<file path="config.mk">
export PLATFORM = sky130hd
export DESIGN_NAME = ayatsuki_irq_ctrl
export DESIGN_NICKNAME = d
export VERILOG_FILES = /design/src/rtl/ayatsuki_irq_ctrl_pkg.sv /design/src/rtl/ayatsuki_irq_src.sv /design/src/rtl/ayatsuki_irq_ctrl.sv
export SDC_FILE = /design/constraint.sdc
export NUM_CORES = 1
export LEC_CHECK = 0
export CORE_MARGIN = 3
export CORE_UTILIZATION = 51
export DETAILED_ROUTE_END_ITERATION = 16
export DONT_BUFFER_PORTS = 1
export GPL_ROUTABILITY_DRIVEN = 0
export PLACE_DENSITY_LB_ADDON = 0.25
export RECOVER_POWER = 100
export REMOVE_ABC_BUFFERS = 1
export SLEW_MARGIN = 20
export SYNTH_ARGS = -nofsm -noshare
export SYNTH_HDL_FRONTEND = slang
export SYNTH_SLANG_ARGS = --single-unit
</file>
<file path="constraint.sdc">
create_clock -name clk -period 2.1 [get_ports clk]
set_clock_uncertainty 0.05 [all_clocks]
set_input_delay 0.21 -clock clk [delete_from_list [all_inputs] [get_ports clk]]
set_output_delay 0.21 -clock clk [all_outputs]
set_load 0.005 [all_outputs]
</file>
<file path="src/rtl/ayatsuki_irq_ctrl_pkg.sv">
// Shared constants for the memory-mapped interrupt controller: bus widths, window size,
// register offsets and the write-request payload.
package ayatsuki_irq_ctrl_pkg;

  localparam int unsigned DATA_W    = 32;
  localparam int unsigned ADDR_W    = 32;
  localparam int unsigned WIN_BYTES = 32;
  localparam int unsigned OFF_W     = $clog2(WIN_BYTES);

  localparam logic [OFF_W-1:0] IRQ_OFF_PENDING = OFF_W'(5'h00);
  localparam logic [OFF_W-1:0] IRQ_OFF_ENABLE  = OFF_W'(5'h04);
  localparam logic [OFF_W-1:0] IRQ_OFF_TRIGGER = OFF_W'(5'h08);
  localparam logic [OFF_W-1:0] IRQ_OFF_STATUS  = OFF_W'(5'h0C);
  localparam logic [OFF_W-1:0] IRQ_OFF_SWSET   = OFF_W'(5'h10);

  localparam logic [DATA_W-1:0] DATA_ZERO = '0;

  typedef struct packed {
    logic              w_en;
    logic [OFF_W-1:0]  off;
    logic [DATA_W-1:0] data;
  } irq_wr_t;

  // True when addr falls inside the 32-byte window starting at base.
  function automatic logic win_hit(input logic [ADDR_W-1:0] addr,
                                   input logic [ADDR_W-1:0] base);
    return addr[ADDR_W-1:OFF_W] == base[ADDR_W-1:OFF_W];
  endfunction

endpackage

</file>
<file path="src/rtl/ayatsuki_irq_src.sv">
// Per-source front end: optional two-flop synchronizer (IRQ_SYNC_EN), previous-value
// flop and rising-edge detect.
module ayatsuki_irq_src (
  input  logic clk,
  input  logic rst_n,
  input  logic src_i,
  output logic src_c_o,
  output logic rise_c_o
);

`ifdef IRQ_SYNC_EN
  logic meta_q;
  logic sync_q;

  always_ff @(posedge clk) begin
    if (!rst_n) begin
      meta_q <= 1'b0;
      sync_q <= 1'b0;
    end else begin
      meta_q <= src_i;
      sync_q <= meta_q;
    end
  end

  assign src_c_o = sync_q;
`else
  assign src_c_o = src_i;
`endif

  logic prev_q;

  // Resetting to 0 turns a source held high through reset into an edge after release.
  always_ff @(posedge clk) begin
    if (!rst_n) prev_q <= 1'b0;
    else        prev_q <= src_c_o;
  end

  assign rise_c_o = src_c_o & ~prev_q;

endmodule

</file>
<file path="src/rtl/ayatsuki_irq_ctrl.sv">
// Memory-mapped interrupt controller on the core data port: edge/level latching,
// masking and one-cycle registered reads. Build option: IRQ_SYNC_EN.
module ayatsuki_irq_ctrl
  import ayatsuki_irq_ctrl_pkg::*;
#(
  parameter int unsigned IRQ_NUM   = 8,
  parameter logic [31:0] BASE_ADDR = 32'h0000_1000
) (
  input  logic               clk,
  input  logic               rst_n,
  input  logic [IRQ_NUM-1:0] irq_src_i,
  input  logic               mem_enable_i,
  input  logic               mem_w_enable_i,
  input  logic               mem_r_enable_i,
  input  logic [31:0]        mem_w_addr_i,
  input  logic [31:0]        mem_r_addr_i,
  input  logic [31:0]        mem_data_i,
  output logic [31:0]        mem_data_o,
  output logic               mem_r_hit_o,
  output logic [IRQ_NUM-1:0] irq_req_o
);

  logic [IRQ_NUM-1:0] pend_q, pend_d;
  logic [IRQ_NUM-1:0] en_q, en_d;
  logic [IRQ_NUM-1:0] trig_q, trig_d;
  logic [IRQ_NUM-1:0] src_s;
  logic [IRQ_NUM-1:0] rise;
  logic [IRQ_NUM-1:0] w1c;
  logic [IRQ_NUM-1:0] sws;
  logic [DATA_W-1:0]  rdata_q, rdata_d;
  logic               rhit_q, rhit_d;
  logic [DATA_W-1:0]  rd_val;
  logic               rd_c;
  irq_wr_t            wr_c;
  logic               unused_data;

  for (genvar i = 0; i < int'(IRQ_NUM); i++) begin : g_src
    ayatsuki_irq_src u_src (
      .clk      (clk),
      .rst_n    (rst_n),
      .src_i    (irq_src_i[i]),
      .src_c_o  (src_s[i]),
      .rise_c_o (rise[i])
    );
  end

  assign wr_c.w_en = mem_enable_i & mem_w_enable_i & win_hit(mem_w_addr_i, BASE_ADDR)
                     & (mem_w_addr_i[1:0] == 2'b00);
  assign wr_c.off  = mem_w_addr_i[OFF_W-1:0];
  assign wr_c.data = mem_data_i;
  assign unused_data = ^mem_data_i;

  // Any read inside the window claims the read mux; misaligned or unmapped offsets return 0.
  assign rd_c = mem_enable_i & mem_r_enable_i & win_hit(mem_r_addr_i, BASE_ADDR);

  always_comb begin
    rd_val = DATA_ZERO;
    if (mem_r_addr_i[1:0] == 2'b00) begin
      case (mem_r_addr_i[OFF_W-1:0])
        IRQ_OFF_PENDING: rd_val = DATA_W'(pend_q);
        IRQ_OFF_ENABLE:  rd_val = DATA_W'(en_q);
        IRQ_OFF_TRIGGER: rd_val = DATA_W'(trig_q);
        IRQ_OFF_STATUS:  rd_val = DATA_W'(pend_q & en_q);
        default:         rd_val = DATA_ZERO;
      endcase
    end
  end

  // Register writes; edge bits let a new set win over a same-cycle clear.
  always_comb begin
    en_d    = en_q;
    trig_d  = trig_q;
    w1c     = '0;
    sws     = '0;
    rdata_d = rd_c ? rd_val : DATA_ZERO;
    rhit_d  = rd_c;
    if (wr_c.w_en) begin
      case (wr_c.off)
        IRQ_OFF_PENDING: w1c    = wr_c.data[IRQ_NUM-1:0];
        IRQ_OFF_ENABLE:  en_d   = wr_c.data[IRQ_NUM-1:0];
        IRQ_OFF_TRIGGER: trig_d = wr_c.data[IRQ_NUM-1:0];
        IRQ_OFF_SWSET:   sws    = wr_c.data[IRQ_NUM-1:0];
        default: ;
      endcase
    end
    pend_d = (trig_q & ((pend_q & ~w1c) | rise | sws)) | (~trig_q & src_s);
  end

  always_ff @(posedge clk) begin
    if (!rst_n) begin
      pend_q  <= '0;
      en_q    <= '0;
      trig_q  <= '0;
      rdata_q <= DATA_ZERO;
      rhit_q  <= 1'b0;
    end else begin
      pend_q  <= pend_d;
      en_q    <= en_d;
      trig_q  <= trig_d;
      rdata_q <= rdata_d;
      rhit_q  <= rhit_d;
    end
  end

  assign mem_data_o  = rdata_q;
  assign mem_r_hit_o = rhit_q;
  assign irq_req_o   = pend_q & en_q;

endmodule

</file>
==> metrics <==
latest clock arrival within the worst-skew pair=0.29 ns; endpoints failing hold=0; DRT antenna net count=0; max_slew headroom=roughly 63%; Gate Count Post-Synth=about 260; P_sw=311.7 uW; post-DR vias/cell=~5.6; unrepaired setup endpoints after global routing=no; #FFs+latches synth=41; initial cell density of the core=around 53%; DR WL/cell=approximately 17 um; area delta synth->final=5.644%; Worst Tran Pin Value=approximately 0.55 ns; initial antenna violation count=0; Inserted Diodes=0; min Tclk post-route=between 1.5 and 2 ns; sequential area share after synthesis=a little over a third; Arrival @ worst endpoint=1.83 ns; clock power share=35.9%; cells resized by post-CTS repair=0; H-tree levels=2; initial drt markers=between 90 and 100; # Post-CTS Setup Buffers=0; Critical Path Source Type=input pin; Peak Freq=about 600 MHz; Max IR drop VDD=243.8 uV; worst setup margin=between 0.4 and 0.5 ns; pre-CTS WS=0.3562 ns; cell-internal power=about 1100 uW; Pins Over Slew Limit=0; final setup fails=0; Synth Area per Inst=between 9 and 10 sq um; first-pass GRT wire length=8121 um; 1st-pass router iterations=4; clk sinks=between 40 and 50; post-synthesis cell area=0.002350 sq mm; fillers=about 400; Port Buffer Count=0; EDFF count, synth=0; Pwr Density=between 500 and 600 mW/mm^2; Crit Path Max Fanout=10; Comb pwr share=7.7%; routed via count=1,811; fin crit share=79.23%; crit end category=flip-flop; MaxCap Viol Count=0; Yosys warnings=0; kind of critical path=input pin to flip-flop; commonest register cell after synthesis=dfxtp_1; Net Sw Frac=between 20% and 30%; fin util=56.24%; Synth cell types=34; HP Class=input pin to flip-flop; Crit path required time=about 2.3 ns; CTS Buffer Depth=2; die height=approximately 74 um; core box area=0.004414 sq mm; status=finished clean; Clock Tree Root=clkbuf_8; grt ovf=0; clock slew at reported path FFs=around 0.070 ns; vias in the first global route=1,641; share of cells above drive strength 1=under 10%; Overall Global Routing Usage=19.75%; # DRC=0; cts hold-fix bufs=17; HPWL Detailed=~3900 um; setup TNS=0 ns; post-synthesis async set-or-reset flop share=0%; TritonCTS clock tree=yes; die area=0.005458 sq mm; die width=between 70 and 80 um; largest net degree at the start of global routing=between 40 and 50; Boundary Pins=150; register share of total power=56.5%; total CTS buffers=5; row count=24; Final nets=378; Leak=a little over 0.0009 uW; Post-Route WL=about 5400 um
[sequential cells by signal, summed over array words and instances, names as in the netlist]
name	flops
trig_q	8
en_q	8
g_src.u_src.prev_q	8
mem_r_hit_o	1
pend_q	8
mem_data_o	8
[placed cells by master (no fill, tap or decap), types with 2 or more instances in the layout]
cell           count
conb_1            24
o31ai_1            8
nor4b_1            4
a21oi_1            8
nor4_4             5
or3_1              2
inv_1             17
nand4_4            2
nor2_1             2
dfxtp_1           41
and2_0            10
buf_4              2
nand4_1           10
a211oi_1           8
a31oi_1            8
nor4_1             6
clkbuf_8           6
dlygate4sd3_1     17
and2_1             7
o21ai_0           16
or2b_2             2
o22ai_1            8
mux2i_1           24
nand2_1           24
[logic make-up (layout without fill, tap and decap cells)]
kind of cell,after synthesis,after routing,synth area share [%]
AO/OA/AOI/OAI,56,56,14.48
buffers and inverters,53,43,14.16
flip-flops,41,41,34.93
multiplexers,24,24,10.22
other,1,24,0.1596
AND/OR/NAND/NOR,81,81,26.04
[power groups by stage]
stage / sequential (uW) / combinational, uW / clock (uW)
floorplan: 820 / 73.0 / 0
global placement: 822 / 80.1 / 0
detailed placement: 823 / 81.8 / 0
CTS: 805 / 109 / 527
global route: 807 / 123 / 564
finish: 805 / 110 / 511
[cell type report]
class / count / area (sq um) / area share, %
Multi-Input combinational cell: 185 / 1261 / 50.81
Sequential cell: 41 / 820.8 / 33.06
Timing Repair Buffer: 19 / 185.2 / 7.460
Clock buffer: 7 / 86.33 / 3.478
Tap cell: 52 / 65.06 / 2.621
Inverter: 17 / 63.81 / 2.571
[metrics by stage]
step | power (uW) | cell area, sq um | hold slack (ns) | cells
2_1_floorplan | 892.6 | 2167 | 0.2596 | 243
3_3_place_gp | 902.5 | 2247 | 0.2648 | 297
3_5_place_dp | 904.7 | 2247 | 0.2648 | 297
4_1_cts | 1440 | 2504 | 0.002333 | 321
5_1_grt | 1494 | 2482 | 0.0006984 | 321
6_report | 1426 | 2482 | 0.01112 | 321
[path summary, 6_finish.rpt]
path / slack, ns / start / depth (start not counted) / to
min reg2reg: 0.42 / en_q[0] / 2 / en_q[0]
max: 0.44 / mem_w_addr_i[23] / 5 / trig_q[1]
max reg2reg: 1.12 / pend_q[1] / 2 / mem_data_o[1]
min: 0.01 / rst_n / 2 / pend_q[3]
[cell usage after synthesis (2+ instances only)]
| master | count | area [sq um] |
|---|---|---|
| dfxtp_1 | 41 | 820.8 |
| buf_4 | 24 | 180.2 |
| mux2i_1 | 24 | 240.2 |
| nand2_1 | 24 | 90.09 |
| and2_1 | 17 | 106.4 |
| inv_1 | 17 | 63.81 |
| o21ai_0 | 16 | 80.08 |
| nand4_1 | 10 | 62.56 |
| a211oi_1 | 8 | 60.06 |
| a21oi_1 | 8 | 40.04 |
| a31oi_1 | 8 | 50.05 |
| o22ai_1 | 8 | 50.05 |
| o31ai_1 | 8 | 60.06 |
| clkbuf_1 | 6 | 22.52 |
| nor4_4 | 6 | 127.6 |
| nor4_1 | 4 | 25.02 |
| nor4b_1 | 4 | 35.03 |
| buf_1 | 3 | 11.26 |
| nand4_4 | 2 | 42.54 |
| nor2_1 | 2 | 7.510 |
| or2b_2 | 2 | 17.52 |
| or3_1 | 2 | 12.51 |
[critical path, cell delays in order]
cell     delay [ns]
nor4_1         0.51
nand4_4        0.31
nor4_1         0.33
buf_4          0.27
mux2i_1        0.20
[metal layers]
layer | up-vias | global-route usage (%) | part of all wire [%]
li1 | 900 | - | -
met5 | - | 0 | 0
met3 | 6 | 6.566 | 9.6
met2 | 84 | 31.40 | 47
met1 | 821 | 25.37 | 42
met4 | 0 | 5.634 | 1.0
(Power assumes the default switching activity.)
